==> src/rtl/fetch_pkg.sv <==
// Shared types and constants for the instruction fetch unit.
package fetch_pkg;

    typedef enum logic [1:0] {
        StIdle,
        StReq,
        StDone,
        StFault
    } fetch_state_e;

    localparam logic [31:0] NOP              = 32'h0000_0013;
    localparam logic [31:0] DEFAULT_RESET_PC = 32'h0000_0000;

endpackage

==> src/rtl/instr_fields.sv <==
// Combinational RV32 field slicing of an instruction word.
module instr_fields (
    input  logic [31:0] ir,
    output logic [6:0]  opcode,
    output logic [4:0]  rd,
    output logic [2:0]  funct3,
    output logic [4:0]  rs1,
    output logic [4:0]  rs2,
    output logic [6:0]  funct7
);

    assign opcode = ir[6:0];
    assign rd     = ir[11:7];
    assign funct3 = ir[14:12];
    assign rs1    = ir[19:15];
    assign rs2    = ir[24:20];
    assign funct7 = ir[31:25];

endmodule

==> src/rtl/fetch_unit.sv <==
// Instruction fetch unit: PC register, memory request handshake with timeout,
// instruction register capture and field decode.
module fetch_unit
    import fetch_pkg::*;
#(
    parameter logic [31:0] RESET_PC = DEFAULT_RESET_PC,
    parameter int unsigned TIMEOUT  = 255
) (
    input  logic        clk,
    input  logic        rst,
    input  logic        fetch_start,
    input  logic        pc_we,
    input  logic [31:0] pc_next,
    output logic        mem_req,
    output logic [31:0] mem_addr,
    input  logic        mem_ready,
    input  logic [31:0] mem_rdata,
    output logic        instr_valid,
    output logic [31:0] ir,
    output logic [31:0] pc,
    output logic [31:0] old_pc,
    output logic [6:0]  opcode,
    output logic [4:0]  rd,
    output logic [2:0]  funct3,
    output logic [4:0]  rs1,
    output logic [4:0]  rs2,
    output logic [6:0]  funct7,
    output logic        busy,
    output logic        fetch_fault
);

    localparam int unsigned CNT_W = (TIMEOUT < 1) ? 1 : $clog2(TIMEOUT + 1);
    localparam logic [CNT_W-1:0] CNT_MAX = CNT_W'(TIMEOUT);

    fetch_state_e     state, state_d;
    logic [CNT_W-1:0] cnt, cnt_inc;

    assign cnt_inc  = (cnt == CNT_MAX) ? cnt : cnt + 1'b1;
    assign mem_addr = pc;

    always_comb begin
        state_d = state;
        unique case (state)
            StIdle: begin
                // A PC write in the same cycle wins and drops the fetch.
                if (fetch_start && !pc_we) begin
                    state_d = (pc[1:0] == 2'b00) ? StReq : StFault;
                end
            end
            StReq: begin
                if (mem_ready) begin
                    state_d = StDone;
                end else if (cnt_inc == CNT_MAX) begin
                    state_d = StFault;
                end
            end
            StDone:  state_d = StIdle;
            StFault: if (pc_we) state_d = StIdle;
        endcase
    end

    always_ff @(posedge clk or posedge rst) begin
        if (rst) begin
            state       <= StIdle;
            pc          <= RESET_PC;
            old_pc      <= RESET_PC;
            ir          <= NOP;
            cnt         <= '0;
            mem_req     <= 1'b0;
            busy        <= 1'b0;
            instr_valid <= 1'b0;
            fetch_fault <= 1'b0;
        end else begin
            state       <= state_d;
            mem_req     <= (state_d == StReq);
            busy        <= (state_d == StReq);
            instr_valid <= (state_d == StDone);
            fetch_fault <= (state_d == StFault);
            if (state == StReq) begin
                if (mem_ready) begin
                    ir     <= mem_rdata;
                    old_pc <= pc;
                    pc     <= pc + 32'd4;
                end else begin
                    cnt <= cnt_inc;
                end
            end else begin
                // Held at zero outside REQ so every REQ entry starts from a clean count.
                cnt <= '0;
                if (pc_we) begin
                    pc <= pc_next;
                end
            end
        end
    end

    instr_fields u_fields (
        .ir     (ir),
        .opcode (opcode),
        .rd     (rd),
        .funct3 (funct3),
        .rs1    (rs1),
        .rs2    (rs2),
        .funct7 (funct7)
    );

endmodule

==> config.mk <==
export PLATFORM = sky130hd
export DESIGN_NAME = fetch_unit
export DESIGN_NICKNAME = d
export VERILOG_FILES = /design/src/rtl/fetch_pkg.sv /design/src/rtl/instr_fields.sv /design/src/rtl/fetch_unit.sv
export SDC_FILE = /design/constraint.sdc
export NUM_CORES = 1
export LEC_CHECK = 0
export BUFFER_PORTS_ARGS = -buffer_cell sky130_fd_sc_hd__buf_2
export CORE_UTILIZATION = 28
export DETAILED_ROUTE_END_ITERATION = 6
export GPL_TIMING_DRIVEN = 0
export PLACE_DENSITY_LB_ADDON = 0.25
export SLEW_MARGIN = 15
export SYNTH_ARGS = -nofsm -noshare
export SYNTH_HDL_FRONTEND = slang
export SYNTH_SLANG_ARGS = --single-unit
==> constraint.sdc <==
create_clock -name clk -period 4.8 [get_ports clk]
set_input_delay 1.2 -clock clk [delete_from_list [all_inputs] [get_ports clk]]
set_output_delay 1.2 -clock clk [all_outputs]
set_load 0.03 [all_outputs]
==> flow_summary.ini, run 1 <==
[pwr]
p_leak_uw = 0.003818
irDropWorstVdd_mv = 0.2848
finalPower_uw = 5581
powerDensity_nw_per_um2 = 759.9

[die]
die_w_um = 142.5
dieArea_sq_um = 20300
fp.coreArea_sq_um = 19400
num_rows = 51
initial_core_util_pct = 28.49
fp.dieH_um = 142.5
io_pins = 233

[route]
drt-initial-drc-count = 277
dr.pass1.iters = 4
vias = 5199
ant_nets = 0
routedWlPerCell_um = 15.18
drc = 0
wl_um = 17550
viasPerCell = 4.497

[critical_path]
cp_slowest_stage_delay_ns = 0.61
cp_max_fo = 10
path_buf_inv = 4
critical_path.top_delay_family = buffers and inverters
reg2reg_from = state[0]$_DFF_PP0_
criticalPathCategory = in -> reg
cp_cell_sequence = buf_2 > nand2_2 > clkbuf_1 > clkbuf_1 > buf_1 > nand2_1 > nand2_1
crit_slowest_cell = clkbuf_1
startpoint_type = input pin
critPathCaptureType = register
reg2regPathDepth = 8
worstPathArrival_ns = 3.31
setup.worst_path.start = mem_ready
cp.depth = 7
required_ns = 5.09

[global_route]
grt_pass1_vias = 4543
grt_usage_pct = 17.29
overflow = 0
grt_pass1_wl_um = 26460
grt_max_degree = 70
antenna_found_initial = 2

[synth]
yosys.cell_types.count = 56
synthCells = 639
synth-main-ff-cell = dfrtp_1
synth_edf_count = 0
ys_ff_latch = 109
async_flop_share_pct = 100.0
syn_avg_cell_area_sq_um = 8.649
syn-num-nets = 710
yosysSeqAreaShare_pct = 49.42
syn_area_sq_um = 5527
yosys_warnings = 0

[timing]
finalHoldViolCount = 0
finClkSkew_ns = 0.008682
setup_viol = 0
finalCritPeriodShare_pct = 62.90
tightest_slew_ns = 1.002
rsz0062_at_grt = false
max_freq_ghz = 0.3312
drv_slew = 0
setup_slack_ns = 1.781
slew_headroom_pct = 32.60
final.setup.tns_ns = 0
period_needed_ns = 3.019

[clocking]
cts_made_buffers = 9
cts_root_buffer = clkbuf_16
clk_latency_ns = 0.36
cts_tree = yes
cts_hold_buf = 0
cts-resized-gates = 0
cts.path.max_buffers = 2
post_cts_buffers = 0
cts.sinks = 109
htreeDepth = 3
clk_pin_slew_ns = 0.07

[layout]
nets = 953
final_core_util_pct = 37.85
final_area_sq_um = 7343
drive_gt1_share_pct = 37.43
syn_to_final_growth_pct = 32.87

[hold_path]
hold_start = old_pc[8]$_DFFE_PP0P_
worstHoldPathType = reg -> reg
hold_depth = 2

[place]
dpl_cell_area_sq_um = 7047
place.port_buffers = 231
dpl.hpwl_um = 13030
gp_congestion = 0.8394
pre_cts_ws_ns = 1.334

[job]
max-cap-violations = 0

[run_status]
outcome = completed
## synthesized netlist by cell type (2+ instances only)
library cell,number,area share [%]
o22a_1,2,0.32
nand2_1,224,15
o21ai_0,16,1.4
a21oi_1,18,1.6
o32ai_1,3,0.48
a21o_1,2,0.27
dfrtp_1,106,48
a31oi_1,4,0.45
o211ai_1,4,0.54
o21a_1,2,0.27
a22oi_1,4,0.54
buf_1,9,0.61
nand4_1,17,1.9
o311ai_0,2,0.32
o22ai_1,5,0.57
xnor2_1,4,0.63
buf_2,5,0.45
o2111a_1,2,0.41
nor3_1,10,0.91
inv_1,5,0.34
dfstp_2,3,1.4
nand3_1,14,1.3
nor2_1,32,2.2
and3_1,4,0.45
nand2b_1,3,0.34
nor2b_1,2,0.23
a311oi_1,6,0.95
and4_1,7,1.1
a211oi_1,6,0.81
ha_1,2,0.45
mux2i_1,3,0.54
buf_4,65,8.8
nor4_1,3,0.34
nor3b_1,4,0.54
clkbuf_1,20,1.4
## registers in the layout, indices dropped and copies added (netlist names)
signal,flops
instr_valid,1
state,2
ir,32
old_pc,32
cnt,8
mem_addr,32
busy,1
fetch_fault,1
## worst paths after layout
| path | to | slack (ns) |
|---|---|---|
| setup reg to reg | ir[20]$_DFFE_PP0P_ | 1.99 |
| setup / recovery | ir[20]$_DFFE_PP0P_ | 1.78 |
| hold reg to reg | old_pc[8]$_DFFE_PP0P_ | 0.47 |
| min in group asynchronous | ir[20]$_DFFE_PP0P_ | 0.85 |
| hold / removal | old_pc[8]$_DFFE_PP0P_ | 0.47 |
| max in group asynchronous | ir[1]$_DFFE_PP1P_ | 3.26 |
## routing by layer
| layer | track usage (%) | wire, um | vias up |
|---|---|---|---|
| met2 | 27.27 | 8015 | 172 |
| li1 | - | - | 2585 |
| met1 | 23.71 | 8178 | 2431 |
| met4 | 5.093 | 186 | 0 |
| met3 | 3.600 | 1170 | 11 |
| met5 | 0 | 0 | - |
## power breakdown
| group | total (uW) | switching (uW) | internal (uW) |
|---|---|---|---|
| combinational | 3140 | 2120 | 1020 |
| sequential | 1710 | 401 | 1310 |
| clock | 736 | 366 | 371 |
| total | 5580 | 2890 | 2690 |
## cell type report
type | count | area, sq um
Antenna cell | 4 | 10.01
Multi-Input combinational cell | 425 | 2151
Timing Repair Buffer | 232 | 1184
Sequential cell | 109 | 2731
Buffer | 99 | 621.8
Clock inverter | 6 | 47.55
Fill cell | 2064 | 12060
Clock buffer | 10 | 239.0
Inverter | 6 | 27.53
Tap cell | 265 | 331.6
## layout by cell type (no fill, tap or decap), drive strengths merged, types with 3 or more instances in the layout
cell,instances
dfstp,3
mux2i,3
nor2,32
nor3b,4
clkinv,4
nand3,14
a31oi,4
diode,4
and4,7
nand2b,3
o211ai,4
a22oi,4
o32ai,3
clkbuf,30
a311oi,6
a211oi,7
buf,311
nor3,10
xnor2,4
o22ai,5
a21oi,18
nor4,5
dfrtp,106
nand2,225
inv,7
nand4,18
o21ai,16
and3,4
## worst register-to-register path, cell delays in order, from the launching register on
cell and delay (ns):
dfrtp_1 0.41, nor2b_1 0.14, buf_2 0.18, nand2_2 0.17, clkbuf_1 0.58, clkbuf_1 0.62
buf_1 0.46, nand2_1 0.11, nand2_1 0.08
## kinds of logic (layout without fill, tap and decap cells)
kind of cell / Yosys count / after routing / synth area share (%)
and+or+nand+nor: 331 / 331 / 26.74
other: 0 / 4 / 0
xor gates and xnor gates: 5 / 5 / 0.7924
AOI/OAI and AO/OA: 83 / 83 / 10.19
buffers and inverters: 105 / 353 / 11.66
DFF: 109 / 109 / 49.42
adders and majority gates: 2 / 2 / 0.4527
muxes: 4 / 4 / 0.7471
## stage by stage
step	cells	hold WS, ns
2_1_floorplan	639	0.5248
3_3_place_gp	1135	0.4525
3_5_place_dp	1136	0.4571
4_1_cts	1152	0.4750
5_1_grt	1152	0.4926
6_report	1156	0.4682
Power figures use the tool's default switching activity.
==> run 2, diff against run 1 <==
Clock period 4.8 ns to 3.05 ns, I/O delays scaled along.
==> flow_summary.ini, run 2 (synthesized netlist as in run 1, its figures left out) <==
[layout]
syn_to_final_growth_pct = 33.69
fill_cells = 2049
regArea_sq_um = 2731
drive_gt1_share_pct = 37.68
final_common_cell = buf_2
layout_common_cells = 236 x buf_2, 224 x nand2_1, 106 x dfrtp_1
nets = 955
multi_input_area_sq_um = 2151
final_core_util_pct = 38.09

[timing]
slew_headroom_pct = 38.67
finClkSkew_ns = 0.01412
tightest_slew_ns = 0.9115
finalCritPeriodShare_pct = 83.69
final.setup.tns_ns = 0
rsz0062_at_grt = false
setup_viol = 0
max_freq_ghz = 0.3918
drv_slew = 0
period_needed_ns = 2.553
whs_ns = 0.4034
finalHoldViolCount = 0

[critical_path]
worstPathArrival_ns = 2.85
reg2reg_from = state[0]$_DFF_PP0_
startpoint_type = register
setup.worst_path.start = state[0]$_DFF_PP0_
required_ns = 3.34
cp_max_fo = 10
criticalPathCategory = reg -> reg
critPathCaptureType = register

[die]
io_pins = 233
fp.coreArea_sq_um = 19400
fp.dieH_um = 142.5
dieArea_sq_um = 20300
initial_core_util_pct = 28.49
die_w_um = 142.5
num_rows = 51

[pwr]
finalPower_uw = 8839
irDropWorstVdd_mv = 0.5096
p_leak_uw = 0.003822
powerDensity_nw_per_um2 = 1196

[route]
dr.pass1.iters = 4
vias = 5169
ant_nets = 0
drc = 0
viasPerCell = 4.468
wl_um = 17620
drt-initial-drc-count = 301
routedWlPerCell_um = 15.23

[clocking]
cts_hold_buf = 0
cts_tree = yes
post_cts_buffers = 0
htreeDepth = 3
cts.sinks = 109
clk_pin_slew_ns = 0.08
cts_root_buffer = clkbuf_16
clk_latency_ns = 0.36
cts-resized-gates = 0
cts.path.max_buffers = 2
cts_made_buffers = 9

[job]
max-cap-violations = 0

[global_route]
antenna_found_initial = 2
grt_usage_pct = 17.57
grt_pass1_vias = 4647
overflow = 0
grt_max_degree = 34
grt_pass1_wl_um = 26640

[place]
dpl.hpwl_um = 13190
gp_congestion = 0.8269
place.port_buffers = 231

[hold_path]
worstHoldPathType = in -> async

[run_status]
outcome = completed
## run 2: cell types whose count changed in the layout (fill, tap and decap cells not counted)
cell,change
buf_12,+3
buf_16,-1
bufinv_16,+1
clkbuf_1,-1
clkbuf_2,+1
clkbuf_8,-1
clkinv_2,-1
clkinv_4,-2
clkinvlp_4,+5
diode_2,-1
inv_6,-2
## run 2: critical path: stages, from the launching register on
cell and delay [ns]:
dfrtp_1 0.42, nor2b_1 0.14, buf_2 0.18, nand2_2 0.17, clkbuf_1 0.54, clkbuf_2 0.42
buf_1 0.44, nand2_1 0.10, nand2_1 0.08
## run 2: per-layer routing
layer  global-route usage [%]  up-vias  part of all wire [%]
li1                         -     2596                     -
met1                    23.46     2392                    45
met2                    27.76      158                    46
met3                    3.802       21                   7.2
met4                    6.565        2                   1.3
met5                        0        -                 0.074
## run 2: path summary, 6_finish.rpt
check,to,slack [ns],depth (start not counted)
min,ir[2]$_DFFE_PP0P_,0.40,2
min reg2reg,old_pc[1]$_DFFE_PP0P_,0.47,2
max in group asynchronous,state[1]$_DFF_PP0_,1.89,4
min in group clk,old_pc[1]$_DFFE_PP0P_,0.47,2
max,ir[21]$_DFFE_PP0P_,0.50,8
max reg2reg,ir[21]$_DFFE_PP0P_,0.50,8
## run 2: layout make-up
type	count	share of cell area (%)
Tap cell	265	4.488
Sequential cell	109	36.97
Buffer	99	8.434
Clock buffer	9	3.048
Antenna cell	3	0.1016
Clock inverter	7	1.033
Inverter	6	0.3556
Multi-Input combinational cell	425	29.11
Timing Repair Buffer	234	16.46
## run 2: through the flow
stage	instances	setup WS, ns	instance area [sq um]
floorplan	639	0.8561	5530
global placement	1135	0.04941	7018
detailed placement	1138	0.05975	7078
CTS	1154	0.1944	7380
global route	1154	0.2044	7381
finish	1157	0.4975	7388
## run 2: power by group
group	switching, uW	total (uW)	internal (uW)	leakage, uW
sequential	636	2690	2060	0.00134
clock	576	1210	639	0.000130
combinational	3330	4930	1610	0.00235
total	4540	8840	4300	0.00382
==> run 3, diff against run 2 <==
Settings changed: ABC_AREA set to 1.
Clock period 3.05 ns to 2.4 ns, I/O delays scaled along.
==> flow_summary.ini, run 3 <==
[die]
fp.dieH_um = 146.8
initial_core_util_pct = 28.83
die_w_um = 146.8
dieArea_sq_um = 21550
fp.coreArea_sq_um = 20360
io_pins = 233
num_rows = 52

[pwr]
p_leak_uw = 0.004148
irDropWorstVdd_mv = 0.8117
powerDensity_nw_per_um2 = 1600
finalPower_uw = 12450

[layout]
final_cells = 1284
final_common_cell = nand2_1
fill_cells = 2215
n_antenna_cell = 0
drive_gt1_share_pct = 35.31
final_core_util_pct = 38.20
layout_common_cells = 252 x nand2_1, 244 x buf_2, 106 x dfrtp_1
nets = 1080
syn_to_final_growth_pct = 32.50

[clocking]
cts.path.max_buffers = 2
cts.sinks = 109
post_cts_buffers = 0
clk_latency_ns = 0.36
cts_tree = yes
cts_made_buffers = 9
clk_pin_slew_ns = 0.08
cts-resized-gates = 0
cts_root_buffer = clkbuf_16
cts_hold_buf = 0
htreeDepth = 3

[synth]
ys_ff_latch = 109
synth_mux_area_share_pct = 0
synth_compound_area_share_pct = 9.461
yosysSeqAreaShare_pct = 46.52
synthTopCellsByCount = 252 x nand2_1, 106 x dfrtp_1, 66 x buf_4
synthAdderAreaFrac_pct = 0.4262
synth_top_area_share_pct = 45.17
syn_avg_cell_area_sq_um = 7.706
synthCells = 762
async_flop_share_pct = 100.0
synth_area_leaders = dfrtp_1 45%, nand2_1 16%, buf_4 8.4%, o21ai_0 5.4%, nor2_1 4.0%
synth-main-ff-cell = dfrtp_1
syn-num-nets = 833
yosys.area.top_type = dfrtp_1
yosys_warnings = 0
synth_xor_area_share_pct = 0.4475
synth-simple-area-share_pct = 28.66
synth_most_common_cell = nand2_1
synth_top_family_by_area = simple AND/OR/NAND/NOR gates
syn_area_sq_um = 5872
synth_edf_count = 0
yosys.cell_types.count = 38

[critical_path]
path_buf_inv = 1
cp_slowest_stage_delay_ns = 0.48
startpoint_type = register
crit_slowest_cell = dfrtp_1
critPathCaptureType = register
cp_common_cell = nand2_1
required_ns = 2.64
worstPathArrival_ns = 2.29
criticalPathCategory = reg -> reg
critical_path.top_delay_family = simple AND/OR/NAND/NOR gates
cp_max_fo = 6
cp_cell_sequence = ha_1 > nand2_1 > nor2_4 > nand2_1 > nor2_4 > nand3_1 > o21ai_0 > nand2_1 > o21ai_1 > inv_1

[global_route]
grt_pass1_vias = 5326
grt_usage_pct = 18.31
overflow = 0
grt_pass1_wl_um = 30170
grt_max_degree = 28
antenna_found_initial = 0

[timing]
rsz0062_at_grt = false
finalHoldViolCount = 0
max_freq_ghz = 0.4888
whs_ns = 0.2483
setup_viol = 0
setup_slack_ns = 0.3540
period_needed_ns = 2.046
slew_headroom_pct = 58.58
drv_slew = 0
tightest_slew_ns = 0.6214
finalCritPeriodShare_pct = 85.25
finClkSkew_ns = 0.01228

[route]
ant_nets = 0
routedWlPerCell_um = 15.29
wl_um = 19630
drc = 0
viasPerCell = 4.534
drt-initial-drc-count = 270
dr.pass1.iters = 5
vias = 5822

[place]
gp_congestion = 0.9010
dpl.hpwl_um = 15500
pre_cts_ws_ns = 0.3932
place_inst = 1268
place.port_buffers = 232

[run_status]
outcome = completed

[hold_path]
worstHoldPathType = in -> async

[job]
max-cap-violations = 0
==> run 3: cell types whose count changed after synthesis, sizes merged, moves of 4 or more <==
cell    before  now
and3         4    0
inv          6   59
nand3       14   45
and4         7    0
nor2        32   70
o21ai       16   66
a311oi       6    0
a211oi       7    0
clkbuf      20   10
nor3        10   15
nand2      225  257
nand4       18    7
nor4         5    0
==> run 3: cell families after synthesis <==
kind of cell               after synthesis
DFF                                    109
AOI/OAI and AO/OA                      102
xor gates and xnor gates                 3
and+or+nand+nor                        396
buffers and inverters                  150
adders and majority gates                2
==> run 3: through the flow <==
step / cell area (sq um) / TNS (ns)
CTS: 7780 / 0
finish: 7780 / 0
global route: 7780 / 0
global placement: 7375 / -43.87
floorplan: 5876 / 0
detailed placement: 7462 / 0
==> run 3: per-layer routing <==
metal	vias to the layer above	GRT usage (%)	routed length, um
li1	2880	-	-
met1	2696	24.87	9020
met2	226	29.08	8873
met3	20	3.571	1365
met4	0	6.198	374
met5	-	0	0
==> run 3: final timing paths <==
kind / from / endpoint / slack [ns] / cells after the start
min in group clk: mem_rdata[1] / ir[1]$_DFFE_PP1P_ / 0.43 / 3
min reg2reg: old_pc[12]$_DFFE_PP0P_ / old_pc[12]$_DFFE_PP0P_ / 0.48 / 2
max in group asynchronous: rst / mem_addr[20]$_DFFE_PP0P_ / 1.46 / 4
min: rst / ir[20]$_DFFE_PP0P_ / 0.25 / 2
max reg2reg: mem_addr[3]$_DFFE_PP0P_ / mem_addr[12]$_DFFE_PP0P_ / 0.35 / 10
max: mem_addr[3]$_DFFE_PP0P_ / mem_addr[12]$_DFFE_PP0P_ / 0.35 / 10
==> run 3: area by class of cell <==
class	instances	area, sq um	area share (%)
Clock inverter	5	65.06	0.8363
Sequential cell	109	2731	35.11
Multi-Input combinational cell	503	2290	29.43
Inverter	59	227.7	2.927
Clock buffer	11	252.7	3.249
Timing Repair Buffer	236	1249	16.05
Tap cell	270	337.8	4.342
Buffer	91	626.9	8.057
==> run 3: power by group <==
part | switching (uW) | internal (uW)
Clock | 736 | 882
Combinational | 5060 | 2300
Sequential | 812 | 2660
